==> src/rtl/array_copy_pkg.sv <==
`default_nettype none
// +--------------------------------------------------------------------------+
// | array_copy_pkg                                                           |
// | Shared state encoding, element type and saturating-add helper.           |
// | Revision: 1.0                                                            |
// +--------------------------------------------------------------------------+
package array_copy_pkg;

   typedef enum logic [1:0] {
      IDLE    = 2'd0,
      COPY    = 2'd1,
      DONE_ST = 2'd2
   } state_t;

   localparam int DEF_WIDTH = 16;

   typedef logic signed [DEF_WIDTH-1:0] elem_t;

   // Reference saturating add for any element width up to 62 bits.
   function automatic longint sat_add(input longint a, input longint b, input int width);
      longint s;
      longint hi;
      longint lo;
      s  = a + b;
      hi = (longint'(1) <<< (width - 1)) - 1;
      lo = -hi - 1;
      if (s > hi) return hi;
      if (s < lo) return lo;
      return s;
   endfunction

endpackage
`default_nettype wire

==> src/rtl/array_row_copier_if.sv <==
`default_nettype none
// +--------------------------------------------------------------------------+
// | array_row_copier_if                                                      |
// | Command/status bundle and registered array view of the row copier.       |
// | Revision: 1.0                                                            |
// +--------------------------------------------------------------------------+
interface array_row_copier_if #(
   parameter int WIDTH = 16,
   parameter int ROWS  = 4,
   parameter int COLS  = 4
);
   localparam int RW = $clog2(ROWS);

   typedef logic signed [WIDTH-1:0] word_t;

   logic                         load;
   word_t [ROWS-1:0][COLS-1:0]   a;
   logic                         start;
   logic [RW-1:0]                src_row;
   logic [RW-1:0]                dst_row;
   logic                         accum;
   logic                         busy;
   logic                         done;
   logic                         err;
   word_t [ROWS-1:0][COLS-1:0]   xout;

   modport master (
      output load, a, start, src_row, dst_row, accum,
      input  busy, done, err, xout
   );

   modport slave (
      input  load, a, start, src_row, dst_row, accum,
      output busy, done, err, xout
   );
endinterface
`default_nettype wire

==> src/rtl/array_elem_sat_add.sv <==
`default_nettype none
// +--------------------------------------------------------------------------+
// | array_elem_sat_add                                                       |
// | Signed WIDTH+1-bit add clamped to the WIDTH-bit range.                   |
// | Present only when ARRAY_COPY_ACCUM_EN is defined.                        |
// | Revision: 1.0                                                            |
// +--------------------------------------------------------------------------+
`ifdef ARRAY_COPY_ACCUM_EN
module array_elem_sat_add #(
   parameter int WIDTH = 16
) (
   input  logic signed [WIDTH-1:0] a,
   input  logic signed [WIDTH-1:0] b,
   output logic signed [WIDTH-1:0] sum
);
   localparam logic [WIDTH-1:0] C_MAX = {1'b0, {(WIDTH-1){1'b1}}};
   localparam logic [WIDTH-1:0] C_MIN = {1'b1, {(WIDTH-1){1'b0}}};

   logic [WIDTH:0] w_wide;

   assign w_wide = {a[WIDTH-1], a} + {b[WIDTH-1], b};

   // The two top bits disagree only when the true sum left the WIDTH-bit range.
   always_comb begin
      sum = w_wide[WIDTH-1:0];
      if (w_wide[WIDTH] != w_wide[WIDTH-1]) begin
         sum = w_wide[WIDTH] ? C_MIN : C_MAX;
      end
   end
endmodule
`endif
`default_nettype wire

==> src/rtl/array_row_copier.sv <==
`default_nettype none
// +--------------------------------------------------------------------------+
// | array_row_copier                                                         |
// | Registered ROWS x COLS array with parallel load and a one-element-per-   |
// | cycle row copy; ARRAY_COPY_ACCUM_EN adds saturating accumulate mode.     |
// | Revision: 1.0                                                            |
// +--------------------------------------------------------------------------+
module array_row_copier
   import array_copy_pkg::*;
#(
   parameter int WIDTH = 16,
   parameter int ROWS  = 4,
   parameter int COLS  = 4
) (
   input  logic              clk,
   input  logic              rst,
   array_row_copier_if.slave bus
);
   localparam int              RW       = $clog2(ROWS);
   localparam int              CW       = $clog2(COLS + 1);
   localparam logic [RW:0]     ROWS_LIM = (RW + 1)'(ROWS);
   localparam logic [CW-1:0]   LAST_COL = CW'(COLS - 1);

   typedef logic signed [WIDTH-1:0] word_t;

   word_t [ROWS-1:0][COLS-1:0] r_arr;
   state_t                     r_state;
   logic [CW-1:0]              r_col;
   logic [RW-1:0]              r_src;
   logic [RW-1:0]              r_dst;
   logic                       r_accum;
   logic                       r_busy;
   logic                       r_done;
   logic                       r_err;

   word_t                      w_src_elem;
   word_t                      w_dst_elem;
   word_t                      w_new_elem;
   logic                       w_cmd_bad;

   assign w_cmd_bad = ({1'b0, bus.src_row} >= ROWS_LIM) ||
                      ({1'b0, bus.dst_row} >= ROWS_LIM);

   // Both reads see the array before this cycle's write, so src==dst is safe.
   always_comb begin
      w_src_elem = '0;
      w_dst_elem = '0;
      for (int r = 0; r < ROWS; r++) begin
         for (int c = 0; c < COLS; c++) begin
            if (r_col == CW'(c)) begin
               if (r_src == RW'(r)) w_src_elem = r_arr[r][c];
               if (r_dst == RW'(r)) w_dst_elem = r_arr[r][c];
            end
         end
      end
   end

`ifdef ARRAY_COPY_ACCUM_EN
   word_t w_sum;

   array_elem_sat_add #(
      .WIDTH (WIDTH)
   ) u_sat_add (
      .a   (w_dst_elem),
      .b   (w_src_elem),
      .sum (w_sum)
   );

   assign w_new_elem = r_accum ? w_sum : w_src_elem;
`else
   logic unused_accum_path;

   assign w_new_elem        = w_src_elem;
   assign unused_accum_path = ^{r_accum, w_dst_elem};
`endif

   always_ff @(posedge clk) begin
      if (rst) begin
         r_state <= IDLE;
         r_arr   <= '0;
         r_col   <= '0;
         r_src   <= '0;
         r_dst   <= '0;
         r_accum <= 1'b0;
         r_busy  <= 1'b0;
         r_done  <= 1'b0;
         r_err   <= 1'b0;
      end else begin
         r_done <= 1'b0;
         r_err  <= 1'b0;
         case (r_state)
            IDLE: begin
               if (bus.load) begin
                  r_arr <= bus.a;
               end else if (bus.start) begin
                  if (w_cmd_bad) begin
                     r_err <= 1'b1;
                  end else begin
                     r_src   <= bus.src_row;
                     r_dst   <= bus.dst_row;
                     r_accum <= bus.accum;
                     r_col   <= '0;
                     r_busy  <= 1'b1;
                     r_state <= COPY;
                  end
               end
            end
            COPY: begin
               for (int r = 0; r < ROWS; r++) begin
                  for (int c = 0; c < COLS; c++) begin
                     if (r_dst == RW'(r) && r_col == CW'(c)) begin
                        r_arr[r][c] <= w_new_elem;
                     end
                  end
               end
               if (r_col == LAST_COL) begin
                  r_col   <= '0;
                  r_busy  <= 1'b0;
                  r_done  <= 1'b1;
                  r_state <= DONE_ST;
               end else begin
                  r_col <= r_col + 1'b1;
               end
            end
            DONE_ST: begin
               r_state <= IDLE;
            end
            default: begin
               r_state <= IDLE;
               r_busy  <= 1'b0;
            end
         endcase
      end
   end

   assign bus.xout = r_arr;
   assign bus.busy = r_busy;
   assign bus.done = r_done;
   assign bus.err  = r_err;

endmodule
`default_nettype wire
==> src/flat_wrapper.sv <==
// flat-port wrapper written by rule: the top's interface ports become plain ports
module array_row_copier_flat import array_copy_pkg::*;
#(
   parameter int WIDTH = 16,
   parameter int ROWS  = 4,
   parameter int COLS  = 4
)
  (clk, rst, bus_load, bus_a, bus_start, bus_src_row, bus_dst_row, bus_accum, bus_busy, bus_done, bus_err, bus_xout);
  array_row_copier_if #(.WIDTH(WIDTH), .ROWS(ROWS), .COLS(COLS)) bus_i ();
  input  logic clk;
  input  logic rst;
  input wire logic [$bits(bus_i.load)-1:0] bus_load;
  input wire logic [$bits(bus_i.a)-1:0] bus_a;
  input wire logic [$bits(bus_i.start)-1:0] bus_start;
  input wire logic [$bits(bus_i.src_row)-1:0] bus_src_row;
  input wire logic [$bits(bus_i.dst_row)-1:0] bus_dst_row;
  input wire logic [$bits(bus_i.accum)-1:0] bus_accum;
  output wire logic [$bits(bus_i.busy)-1:0] bus_busy;
  output wire logic [$bits(bus_i.done)-1:0] bus_done;
  output wire logic [$bits(bus_i.err)-1:0] bus_err;
  output wire logic [$bits(bus_i.xout)-1:0] bus_xout;
  assign bus_i.load = bus_load;
  assign bus_i.a = bus_a;
  assign bus_i.start = bus_start;
  assign bus_i.src_row = bus_src_row;
  assign bus_i.dst_row = bus_dst_row;
  assign bus_i.accum = bus_accum;
  assign bus_busy = bus_i.busy;
  assign bus_done = bus_i.done;
  assign bus_err = bus_i.err;
  assign bus_xout = bus_i.xout;
  array_row_copier #(.WIDTH(WIDTH), .ROWS(ROWS), .COLS(COLS)) u_core (.clk(clk), .rst(rst), .bus(bus_i));
endmodule
==> config.mk <==
export PLATFORM = sky130hd
export DESIGN_NAME = array_row_copier_flat
export DESIGN_NICKNAME = d
export VERILOG_FILES = /design/src/rtl/array_copy_pkg.sv /design/src/rtl/array_row_copier_if.sv /design/src/rtl/array_elem_sat_add.sv /design/src/rtl/array_row_copier.sv /design/src/flat_wrapper.sv
export SDC_FILE = /design/constraint.sdc
export NUM_CORES = 1
export LEC_CHECK = 0
export ABC_AREA = 1
export CORE_AREA = 5 5 199 201
export DETAILED_ROUTE_END_ITERATION = 7
export DIE_AREA = 0 0 204 206
export PLACE_DENSITY_LB_ADDON = 0.3
export SLEW_MARGIN = 10
export SYNTH_ARGS = -nofsm -noshare
export SYNTH_HDL_FRONTEND = slang
export SYNTH_SLANG_ARGS = --single-unit
==> constraint.sdc <==
create_clock -name clk -period 5.81 [get_ports clk]
set_input_delay 1.743 -clock clk [delete_from_list [all_inputs] [get_ports clk]]
set_output_delay 1.743 -clock clk [all_outputs]
set_load 0.01 [all_outputs]
# Word-level counts from Yosys, hierarchy flattened
# Index checks and enable logic that the tools add are counted.
totals:
  output_inout_bits: 259
  ff_bits: 267
  input_bits: 265
  word_cells: 162
op_classes:
  bitwise_logic: 3
  mux: 63
  eq_ne: 31
  n_addsub: 1
  reduce_logical: 42
ops:
  columns: ["op", "count"]
  rows:
  - ["$mux W16", 48]
  - ["$pmux W256 S2", 1]
  - ["$mux W256", 1]
  - ["$reduce_and A3 Y1", 19]
  - ["$ne A2 B1 Y1 const B", 17]
  - ["$logic_and A1 B1 Y1", 16]
  - ["$eq A2 B2 Y1 const B", 5]
  - ["$mux W3", 3]
  - ["$eq A2 B1 Y1 const B", 3]
  - ["$eq A3 B2 Y1 const B", 2]
  - ["$logic_not A2 Y1", 3]
  - ["$mux W2", 3]
  - ["$ne A2 B2 Y1 const B", 3]
  - ["$pmux W3 S2", 1]
  - ["$mux W1", 4]
  - ["$pmux W2 S2", 1]
  - ["$reduce_and A4 Y1", 1]
  - ["$add A3 B1 Y3 const B", 1]
  - ["$eq A3 B1 Y1 const B", 1]
  - ["$logic_not A3 Y1", 1]
  - ["$not A1 Y1", 3]
  - ["$pmux W1 S3", 1]
  - ["$reduce_bool A2 Y1", 1]
  - ["$reduce_or A2 Y1", 1]

# Depth between registers and ports, before layout
# Gate-level depths: netlist (run 1).
depth:
  depth_word: 35
  ltp_mapped: 25

# Worst setup path before layout (run 1)
# No wires, ideal clock.
synth_path:
  kind: "input-to-reg"
  start: "input bus_load"
  end: "register u_core.r_arr (netlist bit u_core.bus.xout[101])"
  stages: 7
  path_slack_ns: 2.838
  setup_ns: 0.068
  arrival_ns: 2.904
  path_cell_list: "nand2_1 buf_2 nand2_1 inv_1 clkbuf_1 a21oi_1 a21oi_4"
synth_between:
  elab_chain_len: 2
synth_rtl:
  columns: ["element", "line", "rtl"]
  rows:
  - ["start, declared", "flat_wrapper.sv:12", "input wire logic [$bits(bus_i.load)-1:0] bus_load;"]
  - ["$ne A2 B2 Y1 (no source line)", null, null]
  - ["$reduce_and A3 Y1 (no source line)", null, null]
  - ["end signal, assigned", "array_row_copier.sv:94", "r_arr <= bus.a;"]
  - ["end signal, assigned by index", "array_row_copier.sv:112", "r_arr[r][c] <= w_new_elem;"]
  - ["end, declared", "array_row_copier.sv:26", "word_t [ROWS-1:0][COLS-1:0] r_arr;"]
# Every way passes these cells.
# A chain may end at the register's enable or synchronous reset.

# Worst setup path after layout (run 1)
layout_path:
  start: "register u_core.r_col[0]"
  end: "register u_core.r_arr (netlist bit u_core.bus.xout[187])"
layout_between:
  elab_chain_len: 34
  elab_cells_between_ends: 40
  cone_classes: "4 x eq/ne; 33 x mux; 3 x reduce/logical"
layout_rtl:
  columns: ["element", "line", "rtl"]
  rows:
  - ["start, declared", "array_row_copier.sv:28", "logic [CW-1:0] r_col;"]
  - ["start signal, assigned", "array_row_copier.sv:122", "r_col <= r_col + 1'b1;"]
  - ["$logic_not A3 Y1", "array_row_copier.sv:50", "if (r_col == CW'(c)) begin"]
  - ["$mux W16", "array_row_copier.sv:50", null]
  - ["$mux W16", "array_row_copier.sv:51", "if (r_src == RW'(r)) w_src_elem = r_arr[r][c];"]
  - ["$mux W16", "array_row_copier.sv:50", null]
  - ["$mux W16", "array_row_copier.sv:51", null]
  - ["$mux W16", "array_row_copier.sv:50", null]
  - ["$mux W16", "array_row_copier.sv:51", null]
  - ["$mux W16", "array_row_copier.sv:50", null]
  - ["[... 18 more ...]", null, null]
  - ["$mux W16", "array_row_copier.sv:51", null]
  - ["$mux W16", "array_row_copier.sv:50", null]
  - ["$mux W16", "array_row_copier.sv:51", null]
  - ["$mux W16", "array_row_copier.sv:50", null]
  - ["$mux W16", "array_row_copier.sv:51", null]
  - ["$mux W16", "array_row_copier.sv:50", null]
  - ["$mux W16", "array_row_copier.sv:111", "if (r_dst == RW'(r) && r_col == CW'(c)) begin"]
  - ["$pmux W256 S2", "array_row_copier.sv:91", "case (r_state)"]
# Parallel ways exist; a longest one is shown, timed or not. The select of a mux whose other input is x is not followed.

==> results of run 1 <==
-- Yosys cell counts --
| cell | n | area share [%] |
|---|---|---|
| a21oi_1 | 436 | 14 |
| a21oi_4 | 100 | 10 |
| buf_1 | 4 | 0.097 |
| buf_12 | 11 | 1.4 |
| buf_2 | 26 | 0.84 |
| buf_4 | 12 | 0.58 |
| buf_6 | 2 | 0.14 |
| clkbuf_1 | 104 | 2.5 |
| clkinv_1 | 2 | 0.048 |
| conb_1 | 1 | 0.024 |
| dfxtp_1 | 267 | 34 |
| ha_1 | 4 | 0.32 |
| inv_1 | 223 | 5.4 |
| inv_2 | 35 | 0.85 |
| inv_4 | 2 | 0.080 |
| inv_6 | 1 | 0.056 |
| nand2_1 | 416 | 10 |
| nand2_2 | 28 | 1.1 |
| nand2_4 | 13 | 0.94 |
| nand2_8 | 1 | 0.13 |
| nand3_1 | 124 | 4.0 |
| nor2_1 | 11 | 0.27 |
| nor2_4 | 3 | 0.22 |
| nor2_8 | 3 | 0.39 |
| nor3_1 | 2 | 0.064 |
| o21ai_0 | 359 | 12 |
| o21bai_1 | 1 | 0.048 |
-- layout make-up --
cell class	count	share of cell area, %
multi-input combinational	1502	38.4
sequential	267	24.6
timing repair buffer	535	24.6
inverter	263	4.65
clock buffer	43	4.01
tap	511	2.95
clock inverter	7	0.738
antenna	2	0.0231
-- stage by stage --
step | setup slack, ns | total power, mW | std cells | hold slack, ns | utilization (%)
floorplan | 2.84 | 3.02 | 2191 | 0.466 | -
global placement | 1.51 | 3.91 | 3078 | 0.455 | 55.3
detailed placement | 1.49 | 3.93 | 3078 | 0.469 | 55.3
CTS | 1.57 | 5.97 | 3128 | 0.486 | 58.0
global route | 1.29 | 6.17 | 3129 | 0.533 | 58.0
finish | 1.47 | 5.97 | 3130 | 0.485 | 58.0
-- cell families (layout without fill, tap and decap cells) --
| family | after synthesis | after routing | share of synthesized area (%) |
|---|---|---|---|
| AOI/OAI and AO/OA | 896 | 896 | 36.1 |
| adders and majority gates | 4 | 4 | 0.322 |
| buffers and inverters | 422 | 848 | 12.0 |
| DFF | 267 | 267 | 34.4 |
| other | 1 | 3 | 0.0241 |
| and+or+nand+nor | 601 | 601 | 17.2 |
-- worst min path at each step --
| stage | startpoint | to | slack [ns] | cells past startpoint |
|---|---|---|---|---|
| after floorplan | u_core.r_col[1] | u_core.r_col[1] | 0.47 | 2 |
| after global placement | u_core.bus.busy | u_core.bus.busy | 0.46 | 2 |
| after detailed placement | u_core.bus.busy | u_core.bus.busy | 0.47 | 2 |
| after CTS | u_core.bus.busy | u_core.bus.busy | 0.49 | 2 |
| after global routing | u_core.bus.busy | u_core.bus.busy | 0.53 | 2 |
| final | u_core.bus.busy | u_core.bus.busy | 0.49 | 2 |
-- power breakdown --
| group | internal [mW] | switching (mW) |
|---|---|---|
| sequential | 2.01 | 0.177 |
| clock | 1.25 | 0.802 |
| combinational | 0.711 | 1.02 |
-- flip-flops by register name, indices dropped and copies added, names as in the netlist --
register,count
u_core.bus.busy,1
u_core.bus.done,1
u_core.bus.xout,256
u_core.r_col,3
u_core.r_dst,2
u_core.r_src,2
u_core.r_state,2
-- critical path, delay by kind of cell (launching register included) --
kind	cells	cell delay (ns)
AO/OA/AOI/OAI	2	0.55
flip-flops	1	0.33
AND/OR/NAND/NOR	11	2.34
buffers and inverters	3	0.35
adder cells (fa/ha/maj)	1	0.58
-- cell usage in the layout, fill, tap and decap left out, types with 28 or more instances in the layout --
master and instances:
nand2_2 28, nand3_1 124, a21oi_4 100, inv_2 34
o21ai_0 359, dfxtp_1 267, clkdlybuf4s50_1 521, inv_1 223
a21oi_1 436, nand2_1 416, clkbuf_16 31
-- metal layers --
metal	part of all wire, %	GRT usage [%]	vias to the layer above
met1	40	41.5	7991
met3	9.5	6.35	167
met4	5.2	14.9	2
li1	-	-	8070
met5	0.018	0	-
met2	45	51.3	1020
==> impl_metrics.csv, run 1 <==
group,metric,value,unit
clock_network,numClockSinks,267,
detailed_routing,vias,17300,
clock_network,htree_levels,1,
setup_path,reg2reg_to,"u_core.bus.xout[187]",
die,die-height,206,microns
setup_path,crit_top_cell,"nand2_1",
pwr,vdd_drop_max,0.000224,V
sta,setup-tns-final,0,ns
sta,max_freq,0.231,GHz
detailed_routing,totalWireLength,71500,microns
pwr,power.density,275,mW/mm^2
sta,rsz0062_at_grt,"false",
clock_network,cts_tree,"yes",
die,die_w,204,microns
sta,hold_violations,0,
clock_network,clkTransAtPathRegs,0.06,ns
final_layout,post_route_cells_drive_above_1_share,9.36,%
die,core-area,0.0374,sq mm
setup_path,crit_end,"u_core.bus.xout[187]",
final_layout,final_nets,2868,
clock_network,post_cts_resized,0,
grt,antenna_found_initial,3,
pwr,p_leak,8.82,nW
clock_network,clkLatencyLatePin,0.57,ns
sta,post-route-period-util,74.7,%
grt,grt_pass1_vias,16300,
clock_network,cts_inserted_buffers,30,
sta,clock-skew-final,0.0100,ns
die,std_cell_rows,71,
detailed_routing,drc,0,
sta,setup-violations-final,0,
hold_path,min_path_type,"reg -> reg",
setup_path,critPathSlowestCell,"nand2_1",
detailed_routing,drt_iter0_drc,1584,
logic_synthesis,ys_ff_latch,267,
grt,track_usage,31.9,%
logic_synthesis,syn_avg_cell_area,7.10,sq um
clock_network,cts_root_buf,"clkbuf_16",
logic_synthesis,synth-seq-area-share,34.4,%
placed_design,gp_congestion,0.933,
setup_path,r2r_start,"u_core.r_col[0]",
sta,slew_headroom,30.4,%
final_layout,stdcell_area,0.0217,sq mm
setup_path,critical_path_class,"reg -> reg",
logic_synthesis,synthCells,2191,
die,die_area,0.0420,sq mm
setup_path,worstSetupStartpoint,"u_core.r_col[0]",
final_layout,area_delta_synth_final,39.6,%
setup_path,crit_chain,"inv_1 > ha_1 > inv_1 > nor2_4 > nand2_1 > o21ai_0 > inv_1 > nand2_1 > nand2_1 > nand2_1 > nand2_1 > nand2_1 > nand2_1 > nand2_1 > nand2_1 > nand2_2 > a21oi_1",
clock_network,post_cts_buffers,0,
detailed_routing,drtAntennaViolNets,0,
setup_path,rrSetupSlack,1.47,ns
placed_design,place_area,0.0207,sq mm
setup_path,start_kind,"flop",
setup_path,cp_slowest_stage_delay,0.70,ns
final_layout,regArea,0.00535,sq mm
detailed_routing,via_per_inst,5.51,
setup_path,arrival,4.75,ns
flow_run,cap_violations,0,
setup_path,r2r_cells,17,
logic_synthesis,synth_nets,2460,
sta,tightest_slew,1.04,ns
logic_synthesis,yosys_warnings,0,
die,io_pins,524,
placed_design,io_buffers,521,
final_layout,fill_cells,3418,
status,status,"finished clean",
clock_network,ctsLongestPathBuffers,3,
clock_network,postCtsHoldBufs,0,
grt,grt_pass1_wl,103000,microns
setup_path,cp_max_fo,32,
detailed_routing,drt_pre_antenna_iters,6,
logic_synthesis,synth_area,0.0155,sq mm
detailed_routing,wl_per_cell,22.9,microns
grt,grt_max_degree,166,
die,initial_core_util,41.6,%
placed_design,dpl.hpwl,50800,microns
grt,gr-total-overflow,0,
logic_synthesis,synthDistinctLibCells,27,
final_layout,multi_input_area,0.00834,sq mm
setup_path,crit_path_end_kind,"flop",
setup_path,cp.required,6.22,ns
sta,min_period,4.34,ns
sta,maxSlewViolCount,0,
No activity file was read; power rests on OpenSTA's default activity.
==> run 2, diff against run 1 <==
Clock period 5.81 ns to 4.5 ns, I/O delays scaled along.
==> impl_metrics.csv, run 2 (synthesized netlist as in run 1, its figures left out) <==
group,metric,value,unit
detailed_routing,totalWireLength,72100,microns
pwr,finalPower,7.67,mW
placed_design,gp_congestion,0.921,
sta,slew_headroom,35.7,%
sta,whs,0.480,ns
detailed_routing,drt_pre_antenna_iters,6,
clock_network,cts_tree,"yes",
status,status,"finished clean",
die,io_pins,524,
clock_network,post_cts_resized,0,
grt,antenna_found_initial,5,
pwr,sw_frac_of_total,33.9,%
final_layout,layout_common_cells,"clkdlybuf4s50_1 (521), a21oi_1 (436), nand2_1 (416)",
setup_path,critical_path_class,"reg -> reg",
pwr,p_comb_share,29.5,%
final_layout,layout_commonest_cell,"clkdlybuf4s50_1",
setup_path,cp.required,4.91,ns
setup_path,start_kind,"flop",
clock_network,post_cts_buffers,0,
clock_network,ctsLongestPathBuffers,3,
clock_network,htree_levels,1,
final_layout,largest_reg_flops,256,
pwr,p_sw,2.60,mW
sta,maxSlewViolCount,0,
sta,clock-skew-final,0.0152,ns
sta,tightest_slew,0.962,ns
clock_network,clkLatencyLatePin,0.57,ns
die,std_cell_rows,71,
pwr,power.density,351,mW/mm^2
sta,rsz0062_at_grt,"false",
detailed_routing,via_per_inst,5.54,
grt,track_usage,32.2,%
sta,timing.final.ws_setup,0.732,ns
clock_network,cts_root_buf,"clkbuf_16",
clock_network,numClockSinks,267,
pwr,p_int,5.07,mW
grt,grt_pass1_vias,16900,
pwr,vdd_drop_max,0.000268,V
pwr,p_leak,8.90,nW
die,initial_core_util,41.6,%
detailed_routing,drc,0,
hold_path,min_path_type,"reg -> reg",
final_layout,post_route_cells_drive_above_1_share,10.1,%
die,die_w,204,microns
flow_run,cap_violations,0,
setup_path,cp_max_fo,35,
setup_path,crit_path_end_kind,"flop",
die,die-height,206,microns
grt,grt_max_degree,125,
sta,setup-violations-final,0,
die,core-area,0.0374,sq mm
detailed_routing,vias,17500,
sta,setup-tns-final,0,ns
sta,max_freq,0.265,GHz
sta,hold_violations,0,
clock_network,postCtsHoldBufs,0,
placed_design,dpl.hpwl,51900,microns
final_layout,area_delta_synth_final,40.4,%
sta,post-route-period-util,83.7,%
sta,min_period,3.77,ns
final_layout,final_nets,2885,
pwr,seqPwrFrac,36.8,%
clock_network,cts_inserted_buffers,30,
grt,gr-total-overflow,0,
detailed_routing,wl_per_cell,22.9,microns
clock_network,clkTransAtPathRegs,0.06,ns
detailed_routing,drtAntennaViolNets,0,
setup_path,arrival,4.17,ns
grt,grt_pass1_wl,105000,microns
placed_design,post-place-ws,0.880,ns
placed_design,io_buffers,521,
die,die_area,0.0420,sq mm
pwr,p_clk_share,33.7,%
final_layout,fill_cells,3444,
detailed_routing,drt_iter0_drc,1834,
-- run 2: cell count changes in the layout (fill, tap and decap cells not counted), sizes merged --
cell and delta:
buf +17, bufinv -1, clkbuf -1, clkinv +5, clkinvlp +1, diode +1
-- run 2: critical path, cell delays in order (launching register included) --
cell	delay [ns]
dfxtp_1	0.34
inv_1	0.08
ha_1	0.19
inv_1	0.08
nor2_4	0.38
buf_4	0.48
nand2_1	0.40
o21ai_0	0.18
inv_1	0.05
nand2_1	0.08
nand2_1	0.09
nand2_1	0.10
nand2_1	0.07
nand2_1	0.13
nand2_1	0.10
nand2_1	0.07
nand2_1	0.05
nand2_2	0.57
a21oi_1	0.15
-- run 2: routing by layer --
layer  vias to the layer above  track usage, %  share of wire (%)
met5                         -               0              0.060
met3                       176            5.90                 10
met2                      1110            52.6                 46
li1                       8107               -                  -
met1                      8055            41.9                 39
met4                         6            14.1                4.8
-- run 2: final cells by class --
cell class | instances | area (sq um) | share of cell area [%]
clock inverters | 12 | 163 | 0.745
diodes | 3 | 7.51 | 0.0344
inverters | 263 | 1010 | 4.63
flip-flops and latches | 267 | 5350 | 24.5
clock buffers | 42 | 857 | 3.93
well taps | 511 | 639 | 2.93
repair buffers | 552 | 5460 | 25.0
multi-input cells | 1502 | 8340 | 38.2
-- run 2: path summary, 6_finish.rpt --
| check | cells after the start | slack [ns] | to | from |
|---|---|---|---|---|
| max reg2reg | 18 | 0.73 | u_core.bus.xout[176] | u_core.r_col[1] |
| min reg2reg | 2 | 0.48 | u_core.bus.busy | u_core.bus.busy |
| min | 2 | 0.48 | u_core.bus.busy | u_core.bus.busy |
| max | 18 | 0.73 | u_core.bus.xout[176] | u_core.r_col[1] |
-- run 2: power by group through the flow --
stage	Sequential, mW	Combinational [mW]	Clock (mW)
2_1_floorplan	2.88	1.02	0
3_3_place_gp	2.85	2.21	0
3_5_place_dp	2.86	2.23	0
4_1_cts	2.81	2.25	2.60
5_1_grt	2.84	2.40	2.70
6_report	2.82	2.26	2.59
-- run 2: per-stage QoR --
step,std cells,cell area (sq um),utilization (%)
after floorplan,2191,15500,-
after global placement,3095,20800,55.6
after detailed placement,3095,20800,55.6
after CTS,3149,21800,58.3
after global routing,3151,21800,58.3
final,3152,21800,58.4
